--- src/rtl/seq_mem_arb_d1_if.sv ---
// rtl/seq_mem_arb_d1_if.sv - request/response and memory-side bundle for the read/write memory arbiter
interface seq_mem_arb_d1_if #(
    parameter int WIDTH    = 32,
    parameter int IDX_SIZE = 5
);
    logic                rd_valid;
    logic                rd_ready;
    logic [IDX_SIZE-1:0] rd_addr;
    logic                wr_valid;
    logic                wr_ready;
    logic [IDX_SIZE-1:0] wr_addr;
    logic [WIDTH-1:0]    wr_data;
    logic                rsp_valid;
    logic                rsp_ready;
    logic [WIDTH-1:0]    rsp_data;
    logic                rsp_err;
    logic                wr_ack;
    logic                wr_err;
    logic [IDX_SIZE-1:0] mem_addr0;
    logic                mem_read_en;
    logic                mem_write_en;
    logic [WIDTH-1:0]    mem_in;
    logic [WIDTH-1:0]    mem_out;
    logic                mem_read_done;
    logic                mem_write_done;
    logic [7:0]          rd_cnt;
    logic [7:0]          wr_cnt;

    modport slave (
        input  rd_valid, rd_addr, wr_valid, wr_addr, wr_data, rsp_ready,
               mem_out, mem_read_done, mem_write_done,
        output rd_ready, wr_ready, rsp_valid, rsp_data, rsp_err, wr_ack, wr_err,
               mem_addr0, mem_read_en, mem_write_en, mem_in, rd_cnt, wr_cnt
    );

    modport master (
        output rd_valid, rd_addr, wr_valid, wr_addr, wr_data, rsp_ready,
               mem_out, mem_read_done, mem_write_done,
        input  rd_ready, wr_ready, rsp_valid, rsp_data, rsp_err, wr_ack, wr_err,
               mem_addr0, mem_read_en, mem_write_en, mem_in, rd_cnt, wr_cnt
    );
endinterface

--- src/rtl/seq_mem_arb_d1.sv ---
// rtl/seq_mem_arb_d1.sv - single-port memory arbiter serialising read and write requests
module seq_mem_arb_d1 #(
    parameter int WIDTH    = 32,
    parameter int SIZE     = 8,
    parameter int IDX_SIZE = 5
) (
    input  logic                 clk,
    input  logic                 reset,
    seq_mem_arb_d1_if.slave      bus
);
    typedef enum logic [2:0] {
        S_IDLE, S_RD_ISSUE, S_RD_WAIT, S_RESP, S_WR_ISSUE, S_WR_WAIT
    } state_t;

    localparam logic [IDX_SIZE:0] SIZE_W = (IDX_SIZE+1)'(SIZE);

    state_t              state_q, state_d;
    logic                last_rd_q, last_rd_d;
    logic [IDX_SIZE-1:0] addr_q, addr_d;
    logic [WIDTH-1:0]    wdata_q, wdata_d;
    logic [WIDTH-1:0]    rsp_data_q, rsp_data_d;
    logic                rsp_err_q, rsp_err_d;
    logic                wr_ack_q, wr_ack_d;
    logic                wr_err_q, wr_err_d;
    logic [7:0]          rd_cnt_q, rd_cnt_d;
    logic [7:0]          wr_cnt_q, wr_cnt_d;

    logic idle, rd_grant, wr_grant, rd_oob, wr_oob;

    // Contention goes to the type not granted last; last_rd_q=0 means write was last.
    always_comb begin
        idle          = (state_q == S_IDLE);
        bus.rd_ready  = idle & ~reset & (~bus.wr_valid | ~last_rd_q);
        bus.wr_ready  = idle & ~reset & (~bus.rd_valid |  last_rd_q);
        rd_grant      = bus.rd_valid & bus.rd_ready;
        wr_grant      = bus.wr_valid & bus.wr_ready;
        rd_oob        = ({1'b0, bus.rd_addr} >= SIZE_W);
        wr_oob        = ({1'b0, bus.wr_addr} >= SIZE_W);
    end

    always_ff @(posedge clk) begin
        if (reset) state_q <= S_IDLE;
        else       state_q <= state_d;
    end

    always_comb begin
        state_d = state_q;
        case (state_q)
            S_IDLE: begin
                if (rd_grant)                state_d = rd_oob ? S_RESP : S_RD_ISSUE;
                else if (wr_grant && !wr_oob) state_d = S_WR_ISSUE;
            end
            S_RD_ISSUE: state_d = S_RD_WAIT;
            S_RD_WAIT:  if (bus.mem_read_done)  state_d = S_RESP;
            S_RESP:     if (bus.rsp_ready)      state_d = S_IDLE;
            S_WR_ISSUE: state_d = S_WR_WAIT;
            S_WR_WAIT:  if (bus.mem_write_done) state_d = S_IDLE;
            default:    state_d = S_IDLE;
        endcase
    end

    always_comb begin
        bus.mem_read_en  = (state_q == S_RD_ISSUE);
        bus.mem_write_en = (state_q == S_WR_ISSUE);
        bus.mem_addr0    = addr_q;
        bus.mem_in       = wdata_q;
        bus.rsp_valid    = (state_q == S_RESP);
        bus.rsp_data     = rsp_data_q;
        bus.rsp_err      = rsp_err_q;
        bus.wr_ack       = wr_ack_q;
        bus.wr_err       = wr_err_q;
        bus.rd_cnt       = rd_cnt_q;
        bus.wr_cnt       = wr_cnt_q;
    end

    always_comb begin
        last_rd_d  = last_rd_q;
        addr_d     = addr_q;
        wdata_d    = wdata_q;
        rsp_data_d = rsp_data_q;
        rsp_err_d  = rsp_err_q;
        wr_ack_d   = 1'b0;
        wr_err_d   = 1'b0;
        rd_cnt_d   = rd_cnt_q;
        wr_cnt_d   = wr_cnt_q;
        if (rd_grant) begin
            last_rd_d = 1'b1;
            if (rd_oob) begin
                rsp_data_d = '0;
                rsp_err_d  = 1'b1;
            end else begin
                addr_d = bus.rd_addr;
            end
        end
        if (wr_grant) begin
            last_rd_d = 1'b0;
            if (wr_oob) begin
                wr_ack_d = 1'b1;
                wr_err_d = 1'b1;
            end else begin
                addr_d  = bus.wr_addr;
                wdata_d = bus.wr_data;
            end
        end
        // Completions outside their WAIT state fall through untouched.
        if (state_q == S_RD_WAIT && bus.mem_read_done) begin
            rsp_data_d = bus.mem_out;
            rsp_err_d  = 1'b0;
            if (rd_cnt_q != 8'hFF) rd_cnt_d = rd_cnt_q + 8'd1;
        end
        if (state_q == S_WR_WAIT && bus.mem_write_done) begin
            wr_ack_d = 1'b1;
            wr_err_d = 1'b0;
            if (wr_cnt_q != 8'hFF) wr_cnt_d = wr_cnt_q + 8'd1;
        end
    end

    always_ff @(posedge clk) begin
        if (reset) begin
            last_rd_q  <= 1'b0;
            addr_q     <= '0;
            wdata_q    <= '0;
            rsp_data_q <= '0;
            rsp_err_q  <= 1'b0;
            wr_ack_q   <= 1'b0;
            wr_err_q   <= 1'b0;
            rd_cnt_q   <= 8'd0;
            wr_cnt_q   <= 8'd0;
        end else begin
            last_rd_q  <= last_rd_d;
            addr_q     <= addr_d;
            wdata_q    <= wdata_d;
            rsp_data_q <= rsp_data_d;
            rsp_err_q  <= rsp_err_d;
            wr_ack_q   <= wr_ack_d;
            wr_err_q   <= wr_err_d;
            rd_cnt_q   <= rd_cnt_d;
            wr_cnt_q   <= wr_cnt_d;
        end
    end
endmodule
--- src/flat_wrapper.sv ---
// flat-port wrapper written by rule: the top's interface ports become plain ports
module seq_mem_arb_d1_flat 
#(
    parameter int WIDTH    = 32,
    parameter int SIZE     = 8,
    parameter int IDX_SIZE = 5
)
  (clk, reset, bus_rd_valid, bus_rd_addr, bus_wr_valid, bus_wr_addr, bus_wr_data, bus_rsp_ready, bus_mem_out, bus_mem_read_done, bus_mem_write_done, bus_rd_ready, bus_wr_ready, bus_rsp_valid, bus_rsp_data, bus_rsp_err, bus_wr_ack, bus_wr_err, bus_mem_addr0, bus_mem_read_en, bus_mem_write_en, bus_mem_in, bus_rd_cnt, bus_wr_cnt);
  seq_mem_arb_d1_if #(.WIDTH(WIDTH), .IDX_SIZE(IDX_SIZE)) bus_i ();
  input  logic clk;
  input  logic reset;
  input wire logic [$bits(bus_i.rd_valid)-1:0] bus_rd_valid;
  input wire logic [$bits(bus_i.rd_addr)-1:0] bus_rd_addr;
  input wire logic [$bits(bus_i.wr_valid)-1:0] bus_wr_valid;
  input wire logic [$bits(bus_i.wr_addr)-1:0] bus_wr_addr;
  input wire logic [$bits(bus_i.wr_data)-1:0] bus_wr_data;
  input wire logic [$bits(bus_i.rsp_ready)-1:0] bus_rsp_ready;
  input wire logic [$bits(bus_i.mem_out)-1:0] bus_mem_out;
  input wire logic [$bits(bus_i.mem_read_done)-1:0] bus_mem_read_done;
  input wire logic [$bits(bus_i.mem_write_done)-1:0] bus_mem_write_done;
  output wire logic [$bits(bus_i.rd_ready)-1:0] bus_rd_ready;
  output wire logic [$bits(bus_i.wr_ready)-1:0] bus_wr_ready;
  output wire logic [$bits(bus_i.rsp_valid)-1:0] bus_rsp_valid;
  output wire logic [$bits(bus_i.rsp_data)-1:0] bus_rsp_data;
  output wire logic [$bits(bus_i.rsp_err)-1:0] bus_rsp_err;
  output wire logic [$bits(bus_i.wr_ack)-1:0] bus_wr_ack;
  output wire logic [$bits(bus_i.wr_err)-1:0] bus_wr_err;
  output wire logic [$bits(bus_i.mem_addr0)-1:0] bus_mem_addr0;
  output wire logic [$bits(bus_i.mem_read_en)-1:0] bus_mem_read_en;
  output wire logic [$bits(bus_i.mem_write_en)-1:0] bus_mem_write_en;
  output wire logic [$bits(bus_i.mem_in)-1:0] bus_mem_in;
  output wire logic [$bits(bus_i.rd_cnt)-1:0] bus_rd_cnt;
  output wire logic [$bits(bus_i.wr_cnt)-1:0] bus_wr_cnt;
  assign bus_i.rd_valid = bus_rd_valid;
  assign bus_i.rd_addr = bus_rd_addr;
  assign bus_i.wr_valid = bus_wr_valid;
  assign bus_i.wr_addr = bus_wr_addr;
  assign bus_i.wr_data = bus_wr_data;
  assign bus_i.rsp_ready = bus_rsp_ready;
  assign bus_i.mem_out = bus_mem_out;
  assign bus_i.mem_read_done = bus_mem_read_done;
  assign bus_i.mem_write_done = bus_mem_write_done;
  assign bus_rd_ready = bus_i.rd_ready;
  assign bus_wr_ready = bus_i.wr_ready;
  assign bus_rsp_valid = bus_i.rsp_valid;
  assign bus_rsp_data = bus_i.rsp_data;
  assign bus_rsp_err = bus_i.rsp_err;
  assign bus_wr_ack = bus_i.wr_ack;
  assign bus_wr_err = bus_i.wr_err;
  assign bus_mem_addr0 = bus_i.mem_addr0;
  assign bus_mem_read_en = bus_i.mem_read_en;
  assign bus_mem_write_en = bus_i.mem_write_en;
  assign bus_mem_in = bus_i.mem_in;
  assign bus_rd_cnt = bus_i.rd_cnt;
  assign bus_wr_cnt = bus_i.wr_cnt;
  seq_mem_arb_d1 #(.WIDTH(WIDTH), .SIZE(SIZE), .IDX_SIZE(IDX_SIZE)) u_core (.clk(clk), .reset(reset), .bus(bus_i));
endmodule
--- config.mk ---
export PLATFORM = sky130hd
export DESIGN_NAME = seq_mem_arb_d1_flat
export DESIGN_NICKNAME = d
export VERILOG_FILES = /design/src/rtl/seq_mem_arb_d1_if.sv /design/src/rtl/seq_mem_arb_d1.sv /design/src/flat_wrapper.sv
export SDC_FILE = /design/constraint.sdc
export NUM_CORES = 1
export LEC_CHECK = 0
export CAP_MARGIN = 20
export CELL_PAD_IN_SITES_DETAIL_PLACEMENT = 0
export CELL_PAD_IN_SITES_GLOBAL_PLACEMENT = 1
export CORE_ASPECT_RATIO = 1.1
export CORE_MARGIN = 5
export CORE_UTILIZATION = 26
export CTS_BUF_LIST = sky130_fd_sc_hd__clkbuf_4 sky130_fd_sc_hd__clkbuf_8 sky130_fd_sc_hd__clkbuf_16
export CTS_CLUSTER_DIAMETER = 150
export DETAILED_ROUTE_END_ITERATION = 7
export PLACE_DENSITY_LB_ADDON = 0.25
export SYNTH_ARGS = -nofsm -noshare
export SYNTH_HDL_FRONTEND = slang
export SYNTH_SLANG_ARGS = --single-unit
export TNS_END_PERCENT = 30
--- constraint.sdc ---
create_clock -name clk -period 1.7 [get_ports clk]
set_clock_uncertainty 0.2 [all_clocks]
set_input_delay 0.255 -clock clk [delete_from_list [all_inputs] [get_ports clk]]
set_output_delay 0.255 -clock clk [all_outputs]
set_load 0.005 [all_outputs]
Yosys cells after proc, flatten, opt, wreduce, memory -nomap -nowiden. Index checks and enable logic that the tools add are counted.

$add $sub $neg: 2. $mul: 0. Divide/modulo/power cells: 0. $lt $le $gt $ge: 2. Equal/unequal tests: 11. Shift-type cells: 0. Multiplexer cells: 17. Bitwise operators: 12. Reductions and logical operators: 16.

Operators by type and width (number): $mux W32 (3); $mux W5 (4); $pmux W3 S6 (1); $add A8 B1 Y8 const B (2); $ne A8 B8 Y1 const B (2); $mux W3 (5); $ge A5 B4 Y1 const B (2); $reduce_and A2 Y1 (5); $eq A3 B2 Y1 const B (2); $eq A3 B3 Y1 const B (2); $ne A2 B2 Y1 const B (3); $reduce_or A2 Y1 (3); $and A1 B1 Y1 (5); $not A1 Y1 (5); $reduce_and A4 Y1 (1); $reduce_bool A2 Y1 (2); $eq A3 B1 Y1 const B (1); $logic_and A1 B1 Y1 (3); $logic_not A3 Y1 (1); $mux W1 (3); $ne A3 B3 Y1 const B (1); $mux W2 (1); $or A1 B1 Y1 (2); $logic_not A1 Y1 (1).

Flip-flop bits (word level): 92. Bits in latches: 0. Memory bits (writable): 0. Memory bits (read-only): 0. Input port bits: 81. Logic and storage cells: 70. Memories kept: 0.

Longest topological paths before layout. Gate-level depths: netlist of the first run.

Depth in word-level cells: 8. Depth in mapped cells: 6. Depth with buffers taken out: 5.

Worst setup path before layout of the first run. OpenSTA, ideal clock, no wires.

Kind: register to register. Start: reg u_core.state_q[0]. End: reg u_core.addr_q[0], in the netlist u_core.bus.mem_addr0[0]. Library setup time: 0.137 ns. Arrival time: 1.447 ns. Required time: 1.363 ns. Slack: -0.084 ns. Cell stages (with the launch flop): 5. Path buffers: 0. Period minus slack after synthesis: 1.784 ns. Cell sequence: dfxtp_1 -> or4_4 -> nor3b_4 -> mux2i_1 -> a211oi_1.

Cells in the longest elaborated chain, start to end: 7. Elaborated cells on any way between the ends: 9. Classes of those cells: 3 x mux; 5 x bitwise; 1 x reduce/logical.

Ends and longest elaborated chain: from (decl) (RTL line seq_mem_arb_d1.sv:17) `state_t state_q, state_d;`; from (signal assigned) (RTL line seq_mem_arb_d1.sv:43) `else state_q <= state_d;`; $logic_not A3 Y1 (*) (RTL line seq_mem_arb_d1.sv:32) `idle = (state_q == S_IDLE);`; $and A1 B1 Y1 (*) (RTL line seq_mem_arb_d1.sv:33, seq_mem_arb_d1.sv:34); $and A1 B1 Y1 (RTL line seq_mem_arb_d1.sv:33) `bus.rd_ready = idle & ~reset & (~bus.wr_valid | ~last_rd_q);`; $and A1 B1 Y1 (RTL line seq_mem_arb_d1.sv:35) `rd_grant = bus.rd_valid & bus.rd_ready;`; $mux W5 (RTL line seq_mem_arb_d1.sv:86) `if (rd_grant) begin`; $mux W5 (RTL line seq_mem_arb_d1.sv:97) `if (wr_oob) begin`; $mux W5 (*) (RTL line seq_mem_arb_d1.sv:95) `if (wr_grant) begin`; to (signal assigned) (RTL line seq_mem_arb_d1.sv:131) `addr_q <= addr_d;`; to (decl) (RTL line seq_mem_arb_d1.sv:19) `logic [IDX_SIZE-1:0] addr_q, addr_d;`.

Every way passes the cells marked *; elsewhere a longest branch is shown, timed or not. A chain may end at the register's enable or synchronous reset.

Worst setup path in the final report of the first run.
Start: reg u_core.state_q[1]. End: out bus_rd_ready.

Cells in the longest elaborated chain, start to end: 3.

Ends and longest elaborated chain: $logic_not A3 Y1 (RTL line seq_mem_arb_d1.sv:32); $and A1 B1 Y1 (2 in a row) (RTL line seq_mem_arb_d1.sv:33); to (decl) (RTL line flat_wrapper.sv:21) `output wire logic [$bits(bus_i.rd_ready)-1:0] bus_rd_ready;`.

No other way between the ends.

==> impl_metrics.csv, run 1 <==
group,metric,value,unit
run_status,run_status,"complete, but fails checks",
run_status,violations,"negative setup slack",
power,pwr_density_cell,780.3,nW/um^2
place,dp.cells,741,
job,drv_cap,0,
place,placement.io_buffers,173,
synth,yosys-top-cells-count,"dfxtp_1, nand2_1, nor2_1, a21oi_1, a22oi_1",
synth,yosys_register_bits,92,
detailed_routing,drc,0,
synth,syn_area,3492,sq um
worst_setup_path,cp-start-kind,"register",
worst_setup_path,critical_path_class,"reg2out",
timing,rsz0062_at_grt,"yes",
synth,yosys.area.top_type,"dfxtp_1",
power,p_leak,2.836,nW
floorplanning,dieWidth,120.5,um
timing,clock.fmax,509.1,MHz
cts,clk_path_buf_depth,2,
cells_and_area,nNetsFinal,693,
timing,maxSlewViolCount,0,
grt,grt_pass1_wl,19200,um
synth,synth_edf_count,0,
power,peakVddDrop,0.0003582,V
worst_setup_path,reg2reg_to,"u_core.bus.mem_addr0[0]",
floorplanning,rows,44,
worst_setup_path,critPathRequiredTime,1240,ps
cts,cts_tree,"yes",
synth,netlist_top_cells_area,"dfxtp_1, nand2_1, a22oi_1",
detailed_routing,drt_iter0_drc,152,
hold_path,holdPathStages,2,
hold_path,hold_class,"reg2reg",
floorplanning,start_util,0.2643,
cells_and_area,finish.utilization,0.4897,
place,gp_congestion,0.7663,
cells_and_area,stdcell_count,776,
power,p_total,0.005049,W
worst_setup_path,arrival,1510,ps
floorplanning,die_h,131.6,um
cells_and_area,antenna_cells,0,
cts,htreeDepth,3,
worst_setup_path,reg2reg_slack,-240,ps
detailed_routing,vias_per_cell,4.716,
synth,synth_top_area_frac,0.5274,
detailed_routing,ant_nets,0,
grt,grt_pass1_vias,3766,
floorplanning,die-area,15850,sq um
synth,ys_seq_area_frac,0.5274,
timing,period_minus_slack,1964,ps
cts,hold_buffers,0,
cells_and_area,syn_to_final_growth,85.27,%
detailed_routing,vias,3660,
timing,max_slew_margin,0.3364,
grt,grt_max_degree,92,
hold_path,hold_start,"u_core.bus.mem_in[19]",
synth,syn_avg_cell_area,8.818,sq um
cts,path_clk_slew,70,ps
synth,synth_ff_type,"dfxtp_1",
cells_and_area,final_layout_size_suffix_gt1_frac,0.2455,
synth,syn_nets,479,
detailed_routing,wl,12180,um
synth,synth_cell_types,41,
hold_path,min_to,"u_core.bus.mem_in[19]",
timing,final-setup-viol-count,80,
grt,antenna_found_initial,0,
synth,synth-async-reset-ratio,0,
timing,tightest_slew,995.4,ps
worst_setup_path,reg2reg_depth,4,
cts,clock-root-buffer,"clkbuf_16",
cts,cts_made_buffers,9,
cts,clock_latency,340,ps
synth,yosysMostFrequentCell,"dfxtp_1",
cts,clock-sinks,92,
worst_setup_path,cp_max_fo,3,
grt,grtUsageTotal,0.1501,
cells_and_area,num-fill-cells,1292,
place,hpwl,8049,um
grt,grt_overflow,0,
timing,period_share,1.155,
worst_setup_path,end_kind,"primary output",
floorplanning,io_pins,174,
timing,finalWorstSetupSlack,-264.1,ps
synth,ys_warn_count,0,
floorplanning,core,13210,sq um
detailed_routing,first_pass_iters,4,
timing,final.setup.tns,-8549,ps
timing,hold_viol,0,
synth,synthCells,396,
detailed_routing,wl_per_cell,15.70,um
worst_setup_path,r2r-start,"u_core.state_q[1]",
==> power by group <==
| group | internal (W) | switching (W) | total, W |
|---|---|---|---|
| clock | 0.00103 | 0.000876 | 0.00190 |
| sequential | 0.00222 | 0.0000444 | 0.00226 |
| combinational | 0.000524 | 0.000360 | 0.000884 |
==> placed cells by master (no fill, tap or decap), drive strengths merged, types with 2 or more instances in the layout <==
cell             n
o21ai            7
clkbuf          11
clkinvlp         4
or3              3
inv              4
buf             64
nor4b            3
clkinv           2
o2111ai          4
mux2i            5
a31oi            2
o211ai           5
or4              2
ha               2
dfxtp           92
dlygate4sd2     14
a21oi           40
a22oi           32
dlymetal6s2s    25
nand2           66
nor3             2
and3             4
and4b            2
nor3b            4
a211oi           5
and2             4
nand3            3
xor2            10
o31ai            2
clkdlybuf4s50  128
nor2            51
nand4            2
==> how the worst max path moves through the flow <==
stage	from	end	cells after the start
after floorplan	u_core.state_q[1]	u_core.bus.mem_addr0[0]	4
after global placement	reset	bus_wr_ready	4
after detailed placement	bus_rd_valid	u_core.bus.mem_addr0[0]	5
after CTS	u_core.state_q[1]	bus_rd_ready	3
after global routing	u_core.state_q[1]	u_core.bus.mem_addr0[2]	4
final	u_core.state_q[1]	bus_rd_ready	3
==> critical path, stage by stage, from the launching register on <==
cell and delay, ps:
dfxtp_2 320, or4_4 580, a21oi_2 120, buf_2 130
==> logic make-up after synthesis <==
logic type / Yosys count / share of synthesized area
AND/OR/NAND/NOR: 154 / 0.2046
buffers and inverters: 33 / 0.03869
adder cells (fa/ha/maj): 2 / 0.007165
flip-flops: 92 / 0.5274
AO/OA/AOI/OAI: 100 / 0.1827
XOR/XNOR: 10 / 0.02508
multiplexers: 5 / 0.01433
==> per-layer routing <==
metal,wire length (um),vias to the layer above,global-route usage
li1,-,1809,-
met1,5068,1702,0.1794
met2,5682,135,0.2429
met3,1247,14,0.05976
met4,184,0,0.05479
met5,0,-,0
==> flip-flops by register name (all words and copies together), names as in the netlist <==
register,count
u_core.bus.rsp_data,32
u_core.last_rd_q,1
u_core.bus.mem_addr0,5
u_core.bus.wr_ack,1
u_core.bus.wr_err,1
u_core.bus.wr_cnt,8
u_core.state_q,3
u_core.bus.rd_cnt,8
u_core.bus.rsp_err,1
u_core.bus.mem_in,32
==> cell type report <==
| cell class | instances | area, sq um | area share |
|---|---|---|---|
| Clock inverter | 6 | 40.04 | 0.006188 |
| Clock buffer | 10 | 239.0 | 0.03694 |
| Timing Repair Buffer | 232 | 2325 | 0.3593 |
| Inverter | 4 | 15.01 | 0.002321 |
| Multi-Input combinational cell | 271 | 1779 | 0.2750 |
| Sequential cell | 92 | 1871 | 0.2891 |
| Tap cell | 161 | 201.4 | 0.03114 |
==> what timing repair did <==
action                     CTS  global route
buffers inserted            11             3
setup endpoints to repair  105           115
gates resized for setup     98            63
pin swaps                   17             7
cloned                       6             1
==> per-stage QoR <==
stage / hold WS [ps] / area, sq um / worst slack [ps]
after floorplan: 171.1 / 3500 / -60.80
after global placement: 240.7 / 5627 / -403.6
after detailed placement: 245.3 / 5627 / -441.2
after CTS: 242.1 / 6269 / -297.6
after global routing: 244.0 / 6470 / -321.6
final: 251.5 / 6470 / -264.1
Note: power is estimated with default switching activity, not from simulation.
==> run 2: changes to the inputs <==
Settings changed: CAP_MARGIN 20 to not set, HOLD_SLACK_MARGIN set to 0.08, SETUP_SLACK_MARGIN set to 0.2.
==> impl_metrics.csv, run 2 (same netlist as run 1, synthesis figures left out) <==
group,metric,value,unit
timing,hold_viol,0,
worst_setup_path,path_buf_inv,2,
worst_setup_path,critical-path-max-stage-delay,570,ps
timing,maxSlewViolCount,0,
cells_and_area,finish.utilization,0.5124,
run_status,run_status,"complete, but fails checks",
cells_and_area,nNetsFinal,702,
timing,max_slew_margin,0.5576,
worst_setup_path,arrival,1990,ps
cts,cts_tree,"yes",
floorplanning,io_pins,174,
cts,hold_buffers,0,
detailed_routing,wl_per_cell,15.55,um
floorplanning,dieWidth,120.5,um
timing,period_share,1.171,
power,p_total,0.005565,W
floorplanning,die-area,15850,sq um
worst_setup_path,end_kind,"register",
cells_and_area,final_common_cell,"clkdlybuf4s50_1",
timing,final.setup.tns,-12290,ps
run_status,violations,"negative setup slack",
floorplanning,core,13210,sq um
grt,grt_pass1_wl,19570,um
cells_and_area,final_layout_size_suffix_gt1_frac,0.3093,
grt,grt_max_degree,57,
detailed_routing,first_pass_iters,4,
cts,htreeDepth,3,
worst_setup_path,critical_path_class,"reg2reg",
grt,grt_pass1_vias,3918,
cts,cts_made_buffers,9,
detailed_routing,drc,0,
timing,final-setup-viol-count,83,
floorplanning,die_h,131.6,um
detailed_routing,drt_iter0_drc,107,
place,hpwl,8228,um
timing,rsz0062_at_grt,"yes",
grt,grtUsageTotal,0.1517,
hold_path,hold_class,"reg2reg",
floorplanning,rows,44,
detailed_routing,ant_nets,0,
timing,finalWorstSetupSlack,-290.2,ps
timing,clock.fmax,502.5,MHz
floorplanning,start_util,0.2643,
worst_setup_path,cp_max_fo,4,
timing,tightest_slew,663.6,ps
worst_setup_path,crit_top_cell,"buf_6",
detailed_routing,wl,12210,um
worst_setup_path,cp_top_family,"simple AND/OR/NAND/NOR gates",
cts,clock-root-buffer,"clkbuf_16",
power,peakVddDrop,0.0004002,V
cells_and_area,syn_to_final_growth,93.87,%
grt,antenna_found_initial,0,
cts,clock_latency,340,ps
place,placement.io_buffers,173,
place,gp_congestion,0.7767,
worst_setup_path,critPathRequiredTime,1700,ps
cts,clock-sinks,92,
cts,path_clk_slew,70,ps
cells_and_area,antenna_cells,0,
timing,period_minus_slack,1990,ps
power,p_leak,2.965,nW
detailed_routing,vias_per_cell,4.668,
worst_setup_path,cp_cell_sequence,"or4_4 > buf_6 > nor3b_4 > buf_6 > mux2i_1 > a211oi_2",
cts,clk_path_buf_depth,2,
job,drv_cap,0,
grt,grt_overflow,0,
place,placed_area,5692,sq um
worst_setup_path,cp-start-kind,"register",
power,pwr_density_cell,821.9,nW/um^2
worst_setup_path,crit_slowest_cell,"or4_4",
detailed_routing,vias,3664,
cells_and_area,final_area,6770,sq um
cells_and_area,mostFrequentLayoutCells,"clkdlybuf4s50_1, dfxtp_1, dlygate4sd2_1, nand2_1, nor2_1",
## run 2: cell count changes in the layout (fill, tap and decap cells not counted), sizes merged, moves of 3 or more
cell,previous run,this run
dlygate4sd2,14,71
clkinvlp,4,1
buf,64,74
clkdlybuf4s50,128,82
clkdlybuf4s15,0,8
bufinv,0,3
dlymetal6s2s,25,5
## run 2: worst paths after layout
kind / from / to / slack [ps] / cells past startpoint
min reg2reg: u_core.bus.mem_in[19] / u_core.bus.mem_in[19] / 250 / 2
min: u_core.bus.mem_in[19] / u_core.bus.mem_in[19] / 250 / 2
max reg2reg: u_core.state_q[0] / u_core.bus.mem_addr0[0] / -290 / 6
max: u_core.state_q[0] / u_core.bus.mem_addr0[0] / -290 / 6
## run 2: per-stage QoR
stage / hold slack [ps] / setup WS [ps] / std cells
finish: 250.8 / -290.2 / 785
global route: 242.7 / -333.2 / 785
CTS: 243.1 / -276.1 / 783
detailed placement: 245.6 / -459.5 / 748
global placement: 242.5 / -442.8 / 748
floorplan: 171.1 / -55.50 / 396
## run 2: worst register-to-register path: cells and delay by family (launching register included)
family                 cells  cell delay, ps
AOI/OAI and AO/OA          1              90
and+or+nand+nor            2             730
DFF                        1             330
buffers and inverters      2             280
muxes                      1             210
## run 2: area by class of cell
type,instances,area (sq um)
Timing Repair Buffer,241,2382
Clock inverter,6,111.4
Tap cell,161,201.4
Fill cell,1248,6442
Clock buffer,10,232.7
Multi-Input combinational cell,271,1959
Inverter,4,15.01
Sequential cell,92,1868
## run 2: where the power goes
group	leakage, nW	internal (W)	switching [W]	total, W
Clock	0.166	0.00146	0.000865	0.00232
Sequential	0.753	0.00222	0.0000451	0.00227
Combinational	2.05	0.000579	0.000396	0.000975
## run 2: timing repair
action | CTS | global route
gates resized for setup | 215 | 56
setup buffers | 13 | 2
endpoints found under the setup margin | 183 | 109
gates cloned | 6 | 0
pin swaps | 27 | 29
## run 2: per-layer routing
layer	vias to the layer above	share of wire	track usage
met5	-	0	0
met2	130	0.48	0.2560
met3	11	0.10	0.06535
li1	1823	-	-
met1	1700	0.41	0.1713
met4	0	0.012	0.05101
